<file path="config.mk">
export PLATFORM = sky130hd
export DESIGN_NAME = bus_stack_ctrl_flat
export DESIGN_NICKNAME = d
export VERILOG_FILES = /design/src/rtl/bus_stack_ctrl_if.sv /design/src/rtl/bus_stack_ctrl.sv /design/src/flat_wrapper.sv
export SDC_FILE = /design/constraint.sdc
export NUM_CORES = 1
export LEC_CHECK = 0
export BUFFER_PORTS_ARGS = -buffer_cell sky130_fd_sc_hd__buf_2
export CAP_MARGIN = 0
export CELL_PAD_IN_SITES_DETAIL_PLACEMENT = 0
export CELL_PAD_IN_SITES_GLOBAL_PLACEMENT = 1
export CORE_MARGIN = 4
export CORE_UTILIZATION = 40
export CTS_BUF_LIST = sky130_fd_sc_hd__clkbuf_4 sky130_fd_sc_hd__clkbuf_8
export DETAILED_ROUTE_END_ITERATION = 8
export PLACE_DENSITY = 0.83
export RECOVER_POWER = 25
export REMOVE_ABC_BUFFERS = 1
export SLEW_MARGIN = 20
export SYNTH_ARGS = -nofsm -noshare
export SYNTH_HDL_FRONTEND = slang
export SYNTH_SLANG_ARGS = --single-unit
</file>
<file path="constraint.sdc">
create_clock -name clk -period 2.9 [get_ports clk]
set_clock_uncertainty 0.2 [all_clocks]
set_input_delay 0.145 -clock clk [delete_from_list [all_inputs] [get_ports clk]]
set_output_delay 0.145 -clock clk [all_outputs]
set_load 0.05 [all_outputs]
</file>
<file path="src/rtl/bus_stack_ctrl_if.sv">
// ---------------------------------------------------------------------------
// bus_stack_ctrl_if -- byte bus between the stack controller and its memory.
//
//   bus_req       master -> slave  request for bus ownership
//   bus_grant     slave  -> master ownership granted this cycle
//   mst2slv_addr  master -> slave  byte address
//   mst2slv_wr    master -> slave  write strobe
//   mst2slv_rd    master -> slave  read strobe
//   mst2slv_data  master -> slave  write data
//   slv2mst_data  slave  -> master read data, valid in the cycle rd is high
// ---------------------------------------------------------------------------
interface bus_stack_ctrl_if;
    logic       bus_req;
    logic       bus_grant;
    logic [7:0] mst2slv_addr;
    logic       mst2slv_wr;
    logic       mst2slv_rd;
    logic [7:0] mst2slv_data;
    logic [7:0] slv2mst_data;

    modport master (
        output bus_req, mst2slv_addr, mst2slv_wr, mst2slv_rd, mst2slv_data,
        input  bus_grant, slv2mst_data
    );

    modport slave (
        input  bus_req, mst2slv_addr, mst2slv_wr, mst2slv_rd, mst2slv_data,
        output bus_grant, slv2mst_data
    );
endinterface

</file>
<file path="src/rtl/bus_stack_ctrl.sv">
// ---------------------------------------------------------------------------
// bus_stack_ctrl -- pushes/pops multi-byte frames to a downward-growing stack
// held in a byte-wide memory reached over a request/grant bus.
//
// Ports:
//   clk, rst        clock; asynchronous active-high reset
//   push, pop       command strobes, sampled in IDLE only
//   frame_din       frame to push (byte 0 = [7:0])
//   frame_dout      last popped frame
//   busy, done      transfer in progress / one-cycle completion pulse
//   err_overflow    one-cycle pulse: push rejected (stack full)
//   err_underflow   one-cycle pulse: pop rejected (stack empty)
//   sp, depth       next free address / frames stored
//   bus             bus_stack_ctrl_if.master byte bus
//
// Build option: define BUS_STACK_CHECK_EN to reject pushes when full and
// pops when empty. Without it every command runs and sp/depth wrap mod 256.
// ---------------------------------------------------------------------------
module bus_stack_ctrl #(
    parameter int         FRAME_BYTES = 2,
    parameter int         DEPTH       = 16,
    parameter logic [7:0] TOP_ADDR    = 8'hFF
) (
    input  logic                     clk,
    input  logic                     rst,
    input  logic                     push,
    input  logic                     pop,
    input  logic [8*FRAME_BYTES-1:0] frame_din,
    output logic [8*FRAME_BYTES-1:0] frame_dout,
    output logic                     busy,
    output logic                     done,
    output logic                     err_overflow,
    output logic                     err_underflow,
    output logic [7:0]               sp,
    output logic [7:0]               depth,
    bus_stack_ctrl_if.master         bus
);

`ifdef BUS_STACK_CHECK_EN
    localparam bit CHECK_EN = 1'b1;
`else
    localparam bit CHECK_EN = 1'b0;
`endif

    localparam int         IW        = (FRAME_BYTES > 1) ? $clog2(FRAME_BYTES) : 1;
    localparam logic [IW-1:0] LAST_IDX = IW'(FRAME_BYTES - 1);
    localparam logic [7:0] FB8       = 8'(FRAME_BYTES);
    localparam logic [7:0] DEPTH_MAX = 8'(DEPTH);

    typedef enum logic [1:0] {IDLE, XFER, DONE} state_t;

    state_t state_q, state_d;

    logic [FRAME_BYTES-1:0][7:0] frame_q;   // latched push frame
    logic [FRAME_BYTES-1:0][7:0] dout_q;    // popped frame
    logic [IW-1:0]               idx_q;     // byte index within frame
    logic                        rd_mode_q; // 1 = pop in progress
    logic [7:0]                  sp_q;
    logic [7:0]                  depth_q;

    logic push_cmd, pop_cmd, push_block, pop_block;
    logic start_push, start_pop, access, last;

    // Simultaneous push and pop is treated as no command at all.
    assign push_cmd   = push && !pop;
    assign pop_cmd    = pop && !push;
    assign push_block = CHECK_EN && (depth_q == DEPTH_MAX);
    assign pop_block  = CHECK_EN && (depth_q == 8'd0);

    always_ff @(posedge clk or posedge rst) begin
        if (rst) state_q <= IDLE;
        else     state_q <= state_d;
    end

    always_comb begin
        state_d          = state_q;
        start_push       = 1'b0;
        start_pop        = 1'b0;
        access           = 1'b0;
        last             = 1'b0;
        bus.bus_req      = 1'b0;
        bus.mst2slv_addr = 8'h00;
        bus.mst2slv_wr   = 1'b0;
        bus.mst2slv_rd   = 1'b0;
        bus.mst2slv_data = 8'h00;
        case (state_q)
            IDLE: begin
                if (push_cmd && !push_block) begin
                    start_push = 1'b1;
                    state_d    = XFER;
                end else if (pop_cmd && !pop_block) begin
                    start_pop = 1'b1;
                    state_d   = XFER;
                end
            end
            XFER: begin
                bus.bus_req = 1'b1;
                // Bus outputs stay at zero unless this cycle is granted.
                if (bus.bus_grant) begin
                    access = 1'b1;
                    if (rd_mode_q) begin
                        bus.mst2slv_rd   = 1'b1;
                        bus.mst2slv_addr = sp_q + FB8 - 8'(idx_q);
                    end else begin
                        bus.mst2slv_wr   = 1'b1;
                        bus.mst2slv_addr = sp_q - 8'(idx_q);
                        bus.mst2slv_data = frame_q[idx_q];
                    end
                    if (idx_q == LAST_IDX) begin
                        last    = 1'b1;
                        state_d = DONE;
                    end
                end
            end
            DONE:    state_d = IDLE;
            default: state_d = IDLE;
        endcase
    end

    always_ff @(posedge clk or posedge rst) begin
        if (rst) begin
            frame_q   <= '0;
            dout_q    <= '0;
            idx_q     <= '0;
            rd_mode_q <= 1'b0;
            sp_q      <= TOP_ADDR;
            depth_q   <= 8'd0;
        end else begin
            if (start_push) begin
                frame_q   <= frame_din;
                idx_q     <= '0;
                rd_mode_q <= 1'b0;
            end
            if (start_pop) begin
                idx_q     <= '0;
                rd_mode_q <= 1'b1;
            end
            if (access) begin
                idx_q <= idx_q + 1'b1;
                if (rd_mode_q) dout_q[idx_q] <= bus.slv2mst_data;
            end
            // sp/depth move only once the whole frame has gone over the bus,
            // so a reset mid-transfer leaves them untouched.
            if (last) begin
                if (rd_mode_q) begin
                    sp_q    <= sp_q + FB8;
                    depth_q <= depth_q - 8'd1;
                end else begin
                    sp_q    <= sp_q - FB8;
                    depth_q <= depth_q + 8'd1;
                end
            end
        end
    end

`ifdef BUS_STACK_CHECK_EN
    logic err_ovf_q, err_unf_q;

    always_ff @(posedge clk or posedge rst) begin
        if (rst) begin
            err_ovf_q <= 1'b0;
            err_unf_q <= 1'b0;
        end else begin
            err_ovf_q <= (state_q == IDLE) && push_cmd && push_block;
            err_unf_q <= (state_q == IDLE) && pop_cmd && pop_block;
        end
    end

    assign err_overflow  = err_ovf_q;
    assign err_underflow = err_unf_q;
`else
    assign err_overflow  = 1'b0;
    assign err_underflow = 1'b0;
`endif

    assign frame_dout = dout_q;
    assign busy       = (state_q != IDLE);
    assign done       = (state_q == DONE);
    assign sp         = sp_q;
    assign depth      = depth_q;

endmodule

</file>
<file path="src/flat_wrapper.sv">
// flat-port wrapper written by rule: the top's interface ports become plain ports
module bus_stack_ctrl_flat 
#(
    parameter int         FRAME_BYTES = 2,
    parameter int         DEPTH       = 16,
    parameter logic [7:0] TOP_ADDR    = 8'hFF
)
  (clk, rst, push, pop, frame_din, frame_dout, busy, done, err_overflow, err_underflow, sp, depth, bus_bus_req, bus_mst2slv_addr, bus_mst2slv_wr, bus_mst2slv_rd, bus_mst2slv_data, bus_bus_grant, bus_slv2mst_data);
  bus_stack_ctrl_if bus_i ();
  input  logic clk;
  input  logic rst;
  input  logic push;
  input  logic pop;
  input  logic [8*FRAME_BYTES-1:0] frame_din;
  output logic [8*FRAME_BYTES-1:0] frame_dout;
  output logic busy;
  output logic done;
  output logic err_overflow;
  output logic err_underflow;
  output logic [7:0] sp;
  output logic [7:0] depth;
  output wire logic [$bits(bus_i.bus_req)-1:0] bus_bus_req;
  output wire logic [$bits(bus_i.mst2slv_addr)-1:0] bus_mst2slv_addr;
  output wire logic [$bits(bus_i.mst2slv_wr)-1:0] bus_mst2slv_wr;
  output wire logic [$bits(bus_i.mst2slv_rd)-1:0] bus_mst2slv_rd;
  output wire logic [$bits(bus_i.mst2slv_data)-1:0] bus_mst2slv_data;
  input wire logic [$bits(bus_i.bus_grant)-1:0] bus_bus_grant;
  input wire logic [$bits(bus_i.slv2mst_data)-1:0] bus_slv2mst_data;
  assign bus_bus_req = bus_i.bus_req;
  assign bus_mst2slv_addr = bus_i.mst2slv_addr;
  assign bus_mst2slv_wr = bus_i.mst2slv_wr;
  assign bus_mst2slv_rd = bus_i.mst2slv_rd;
  assign bus_mst2slv_data = bus_i.mst2slv_data;
  assign bus_i.bus_grant = bus_bus_grant;
  assign bus_i.slv2mst_data = bus_slv2mst_data;
  bus_stack_ctrl #(.FRAME_BYTES(FRAME_BYTES), .DEPTH(DEPTH), .TOP_ADDR(TOP_ADDR)) u_core (.clk(clk), .rst(rst), .push(push), .pop(pop), .frame_din(frame_din), .frame_dout(frame_dout), .busy(busy), .done(done), .err_overflow(err_overflow), .err_underflow(err_underflow), .sp(sp), .depth(depth), .bus(bus_i));
endmodule
</file>
---- After elaboration in Yosys (flattened, before gate mapping) ----
Cells that the tools add are included.
Widths: inputs -> output; s select.
word-level totals
  bits in registers ....................... 52
  bits of input ports ..................... 29
  output and inout bits ................... 55
  word-level logic and storage cells ...... 73
cells by class
  $add $sub $neg .......................... 7
  order comparisons ....................... 2
  reductions and logical operators ........ 11
  muxes and demuxes ....................... 39
  equality and inequality tests ........... 5
operators with widths
  kind                 number
  $mux 8               11
  $mux 1               21
  $bwmux 16            1
  $sub 8x1->8          2
  $add 8x1->8 const B  1
  $add 8x2->8 const B  1
  $demux 8 s1          1
  $mux 2               4
  $sub 8x1->8 const B  1
  $sub 8x2->8 const B  1
  $pmux 2 s2           1
  $reduce_bool 2->1    2
  $logic_and 1x1->1    3
  $ne 3x1->1 const B   1
  $reduce_and 3->1     1
  $reduce_bool 3->1    1
  $eq 2x1->1 const B   1
  $eq 2x2->1 const B   1
  $logic_not 1->1      2
  $logic_not 2->1      1
  $lt 1x2->1 const B   1
  $ne 2x1->1 const B   1
  $ne 2x2->1 const B   1
  $reduce_and 2->1     1
  2 further kinds      2

---- Longest topological paths before layout ----
  depth after elaboration ................. 7
  gate-level depth with buffers ........... 7

---- Worst setup path before layout ----
OpenSTA, ideal clock, no wires.
  path kind ............................... flip-flop to output port
  start ................................... register u_core.sp_q[1], in the netlist u_core.sp[1]
  end ..................................... output port bus_mst2slv_addr[7]
  path slack .............................. 0.557 ns
  data arrival time ....................... 1.998 ns
  buffers on the path ..................... 0
  stages on the path, launching flop included .. 6
  data required time ...................... 2.555 ns
  cell sequence ........................... dfstp_2 -> ha_1 -> nand4_1 -> nor2_1 -> xnor2_1 -> nor2_1
between the ends
  longest elaborated chain between the ends .. 5
  elaborated cells on any way between the ends .. 6
  those cells by class .................... add/sub: 3; mux: 3
RTL lines
  what                    line                   RTL
  from (decl)             bus_stack_ctrl.sv:58   logic [7:0] sp_q;
  from (signal assigned)  bus_stack_ctrl.sv:146  sp_q <= sp_q + FB8;
  from (signal assigned)  bus_stack_ctrl.sv:149  sp_q <= sp_q - FB8;
  $add 8x2->8             bus_stack_ctrl.sv:103  bus.mst2slv_addr = sp_q + FB8 - 8'(idx_q);
  $sub 8x1->8             bus_stack_ctrl.sv:103
  $mux 8 *                bus_stack_ctrl.sv:101  if (rd_mode_q) begin
  $mux 8 *                bus_stack_ctrl.sv:99   if (bus.bus_grant) begin
  $mux 8 *                bus_stack_ctrl.sv:86   case (state_q)
  to (decl)               flat_wrapper.sv:23     output wire logic [$bits(bus_i.mst2slv_addr)-1:0] bus_mst2slv_addr;
Mark *: on every way between the ends. The rest lies on a longest branch, timed or not.

---- Worst setup path after layout ----
  start ................................... register u_core.rd_mode_q
  end ..................................... output port bus_mst2slv_data[1]
between the ends
  longest elaborated chain between the ends .. 3
RTL lines
  what                    line                   RTL
  from (decl)             bus_stack_ctrl.sv:57   logic rd_mode_q;
  from (signal assigned)  bus_stack_ctrl.sv:125  rd_mode_q <= 1'b0;
  from (signal assigned)  bus_stack_ctrl.sv:132  rd_mode_q <= 1'b0;
  from (signal assigned)  bus_stack_ctrl.sv:136  rd_mode_q <= 1'b1;
  $mux 8                  bus_stack_ctrl.sv:101
  $mux 8                  bus_stack_ctrl.sv:99
  $mux 8                  bus_stack_ctrl.sv:86
  to (decl)               flat_wrapper.sv:26     output wire logic [$bits(bus_i.mst2slv_data)-1:0] bus_mst2slv_data;
Every way passes these cells.

==> impl_metrics.csv <==
group,metric,value,unit
run_status,outcome,"finished with violations",
run_status,violations,"max-capacitance violations, max-slew violations",
final_layout,regArea,1285,um2
clock_network,cts_tree,"built",
timing,rsz0062_at_grt,"false",
timing,timing.fmax,0.4177,GHz
setup_path,ff2ff_path_depth,6,
die,initial_utilization,0.4161,
global_routing,grt_pass1_vias,2050,
clock_network,cts_buffer_depth,2,
setup_path,path_max_fanout,14,
timing,period_share,0.8255,
timing,slew_headroom,-0.2268,
route,dr.pass1.iters,4,
global_routing,grt_first_pass_wirelength,10150,um
global_routing,grtUsageTotal,0.1534,
timing,fin_crit,2.394,ns
clock_network,cts.sink_count,51,
clock_network,clk_pin_slew,0.10,ns
final_layout,antenna_cells,0,
placement,io_buffers,80,
job,cap_violations,1,
timing,worst_slew_pin_slew,1.838,ns
route,routedWlPerCell,14.20,um
synth,synth-seq-area-share,0.4808,
route,drtIter0Drc,55,
timing,setup_viol,0,
die,die_width,89.74,um
final_layout,nets,380,
setup_path,cp.arrival,2.05,ns
global_routing,antenna_found_initial,0,
synth,synth_area_per_cell,11.47,um2
synth,syn_inst,233,
setup_path,crit_path_start_kind,"register",
setup_path,crit_end,"bus_mst2slv_data[1]",
synth,synth-seq-cells,51,
timing,finalSetupTns,0,ns
global_routing,overflow,0,
final_layout,nFillCells,583,
clock_network,htree_levels,2,
timing,final.hold.worst_slack,0.04158,ns
route,dr_total_vias,2051,
die,die-area,8053,um2
setup_path,r2r_setup_slack,0.70,ns
setup_path,max_stage_delay,0.47,ns
global_routing,grt_max_degree,50,
die,core.rowCount,29,
route,drc,0,
setup_path,worstReg2RegEnd,"u_core.depth[7]$_DFFE_PP0P_",
power_and_ir_drop,p_per_area,1314,nW/um2
power_and_ir_drop,vdd_drop_max,0.5320,mV
setup_path,path_class,"register to output pin",
route,ant_nets,0,
synth,synth.distinct_cells,44,
setup_path,cp_cell_sequence,"buf_4, inv_2, nand3_1, nor2_1, buf_2",
die,die_y,89.74,um
final_layout,drive_gt1_frac,0.3440,
power_and_ir_drop,leakagePower,0.001655,uW
clock_network,clock_latency,0.31,ns
placement,hpwl,4097,um
clock_network,cts_buffers,5,
final_layout,synthToLayoutAreaGrowth,31.18,%
die,core_area,6422,um2
clock_network,postCtsSetupRepairBufs,0,
final_layout,multi_input_area,1281,um2
setup_path,endpoint_kind,"output pin",
setup_path,critPathSlowestCell,"dfrtp_1",
timing,slew_viol_final,50,
die,io_pins,84,
setup_path,timing.rr.start,"u_core.rd_mode_q$_DFFE_PP0P_",
route,routed_wl,5962,um
synth,yosys_warnings,0,
timing,hold_viol_final,0,
synth,synthesis.area,2673,um2
placement,globalplace.congestion,0.7647,
min_path,hold_path.class,"input port to register",
clock_network,root_buffer,"clkbuf_8",
setup_path,cp.required,2.56,ns
setup_path,startpoint,"u_core.rd_mode_q$_DFFE_PP0P_",
route,vias_per_cell,4.883,
through the flow:
step                      power, uW  setup WS, ns    util  cells  instance area, um2
after floorplan                3517        0.5425       -    222                2600
after global placement         4065        0.7559  0.4869    383                3127
after detailed placement       4117        0.6916  0.4869    383                3127
after CTS                      4685        0.4471  0.5502    420                3533
after global routing           4911        0.1888  0.5459    420                3506
final                          4606        0.5060  0.5459    420                3506
cell families (layout without fill, tap and decap cells):
family                     Yosys count  count (layout)  share of synthesized area
and+or+nand+nor                     59              59                     0.1086
DFF                                 51              51                     0.4808
muxes                               43              43                     0.1901
AOI/OAI and AO/OA                   28              28                    0.06601
buffers and inverters               21             130                    0.04120
xor gates and xnor gates            20              20                    0.06554
adders and majority gates            9               9                    0.04495
other                                2               3                   0.002810
worst min-delay path by stage:
stage                             start                              to  slack [ns]  cells past startpoint
after floorplan                    push    u_core.rd_mode_q$_DFFE_PP0P_        0.03                      1
after global placement    frame_din[15]  u_core.frame_q[15]$_DFFE_PP0P_        0.18                      2
after detailed placement           push    u_core.rd_mode_q$_DFFE_PP0P_        0.18                      2
after CTS                           pop        u_core.idx_q$_DFFE_PP0P_        0.03                      5
after global routing                pop        u_core.idx_q$_DFFE_PP0P_         0.1                      5
final                               pop        u_core.idx_q$_DFFE_PP0P_        0.04                      5
where the power goes:
| group | switching, uW | total, uW | internal [uW] |
|---|---|---|---|
| Combinational | 1820 | 2750 | 935 |
| Sequential | 256 | 1350 | 1090 |
| Clock | 247 | 509 | 262 |
synthesized netlist by cell type (all sizes together):
cell type,instances,area (um2)
fa,1,20.02
nor2,24,95.09
dfstp,7,183.9
o21ai,9,45.04
o21bai,1,7.510
o31ai,1,7.510
conb,2,7.510
nand4,2,12.51
clkbuf,1,3.750
nor2b,2,12.51
a311oi,1,8.760
xnor2,10,87.58
or4,1,7.510
and3,3,18.77
or4b,1,10.01
xor2,10,87.58
a221o,1,10.01
a21oi,9,45.04
buf,11,72.57
nand2,16,65.06
and2b,1,8.760
nor3b,1,7.510
mux2i,11,110.1
nor3,4,31.28
ha,8,100.1
o311ai,1,8.760
mux2,32,397.9
dfrtp,44,1101
and2,1,6.260
o21a,1,7.510
a21o,2,15.01
nand3,3,15.01
inv,9,33.79
a2111oi,1,15.01
o22ai,1,6.260
critical path: cells and delay by family (launching register included):
kind | cells | cell delay (ns)
buffers and inverters | 3 | 0.68
DFF | 1 | 0.47
and+or+nand+nor | 2 | 0.59
metal layers:
| layer | vias up | track usage | wire [um] |
|---|---|---|---|
| met2 | 62 | 0.2569 | 2854 |
| met1 | 967 | 0.1935 | 2631 |
| li1 | 1014 | - | - |
| met5 | - | 0 | 0 |
| met3 | 8 | 0.04090 | 382 |
| met4 | 0 | 0.04981 | 94 |
state kept, by name, indices dropped and copies added, names as in the netlist:
signal             flops
u_core.frame_q        16
u_core.depth           8
u_core.state_q         2
u_core.idx_q           1
u_core.rd_mode_q       1
u_core.sp              7
u_core.frame_dout     16
final cells by class:
type,instances,share of cell area
well taps,77,0.02748
repair buffers,113,0.1977
flip-flops and latches,51,0.3665
multi-input cells,162,0.3655
clock buffers,5,0.01963
clock inverters,3,0.01356
inverters,9,0.009636
layout by cell type (no fill, tap or decap), drive strengths merged, types with 2 or more instances in the layout:
cell type,n
and3,3
dfstp,7
nor2,24
nand3,3
mux2,32
xor2,10
conb,3
o21ai,9
a21oi,9
buf,62
mux2i,11
dlygate4sd3,29
nor3,4
inv,10
dfrtp,44
nor2b,2
nand4,2
xnor2,10
nand2,16
ha,8
a21o,2
clkbuf,27
repair_timing:
action / in CTS / in global routing
gates resized for setup: 0 / 0
hold buffers: 29 / 0
endpoints found under the hold margin: 78 / 0
Power figures use the tool's default switching activity.
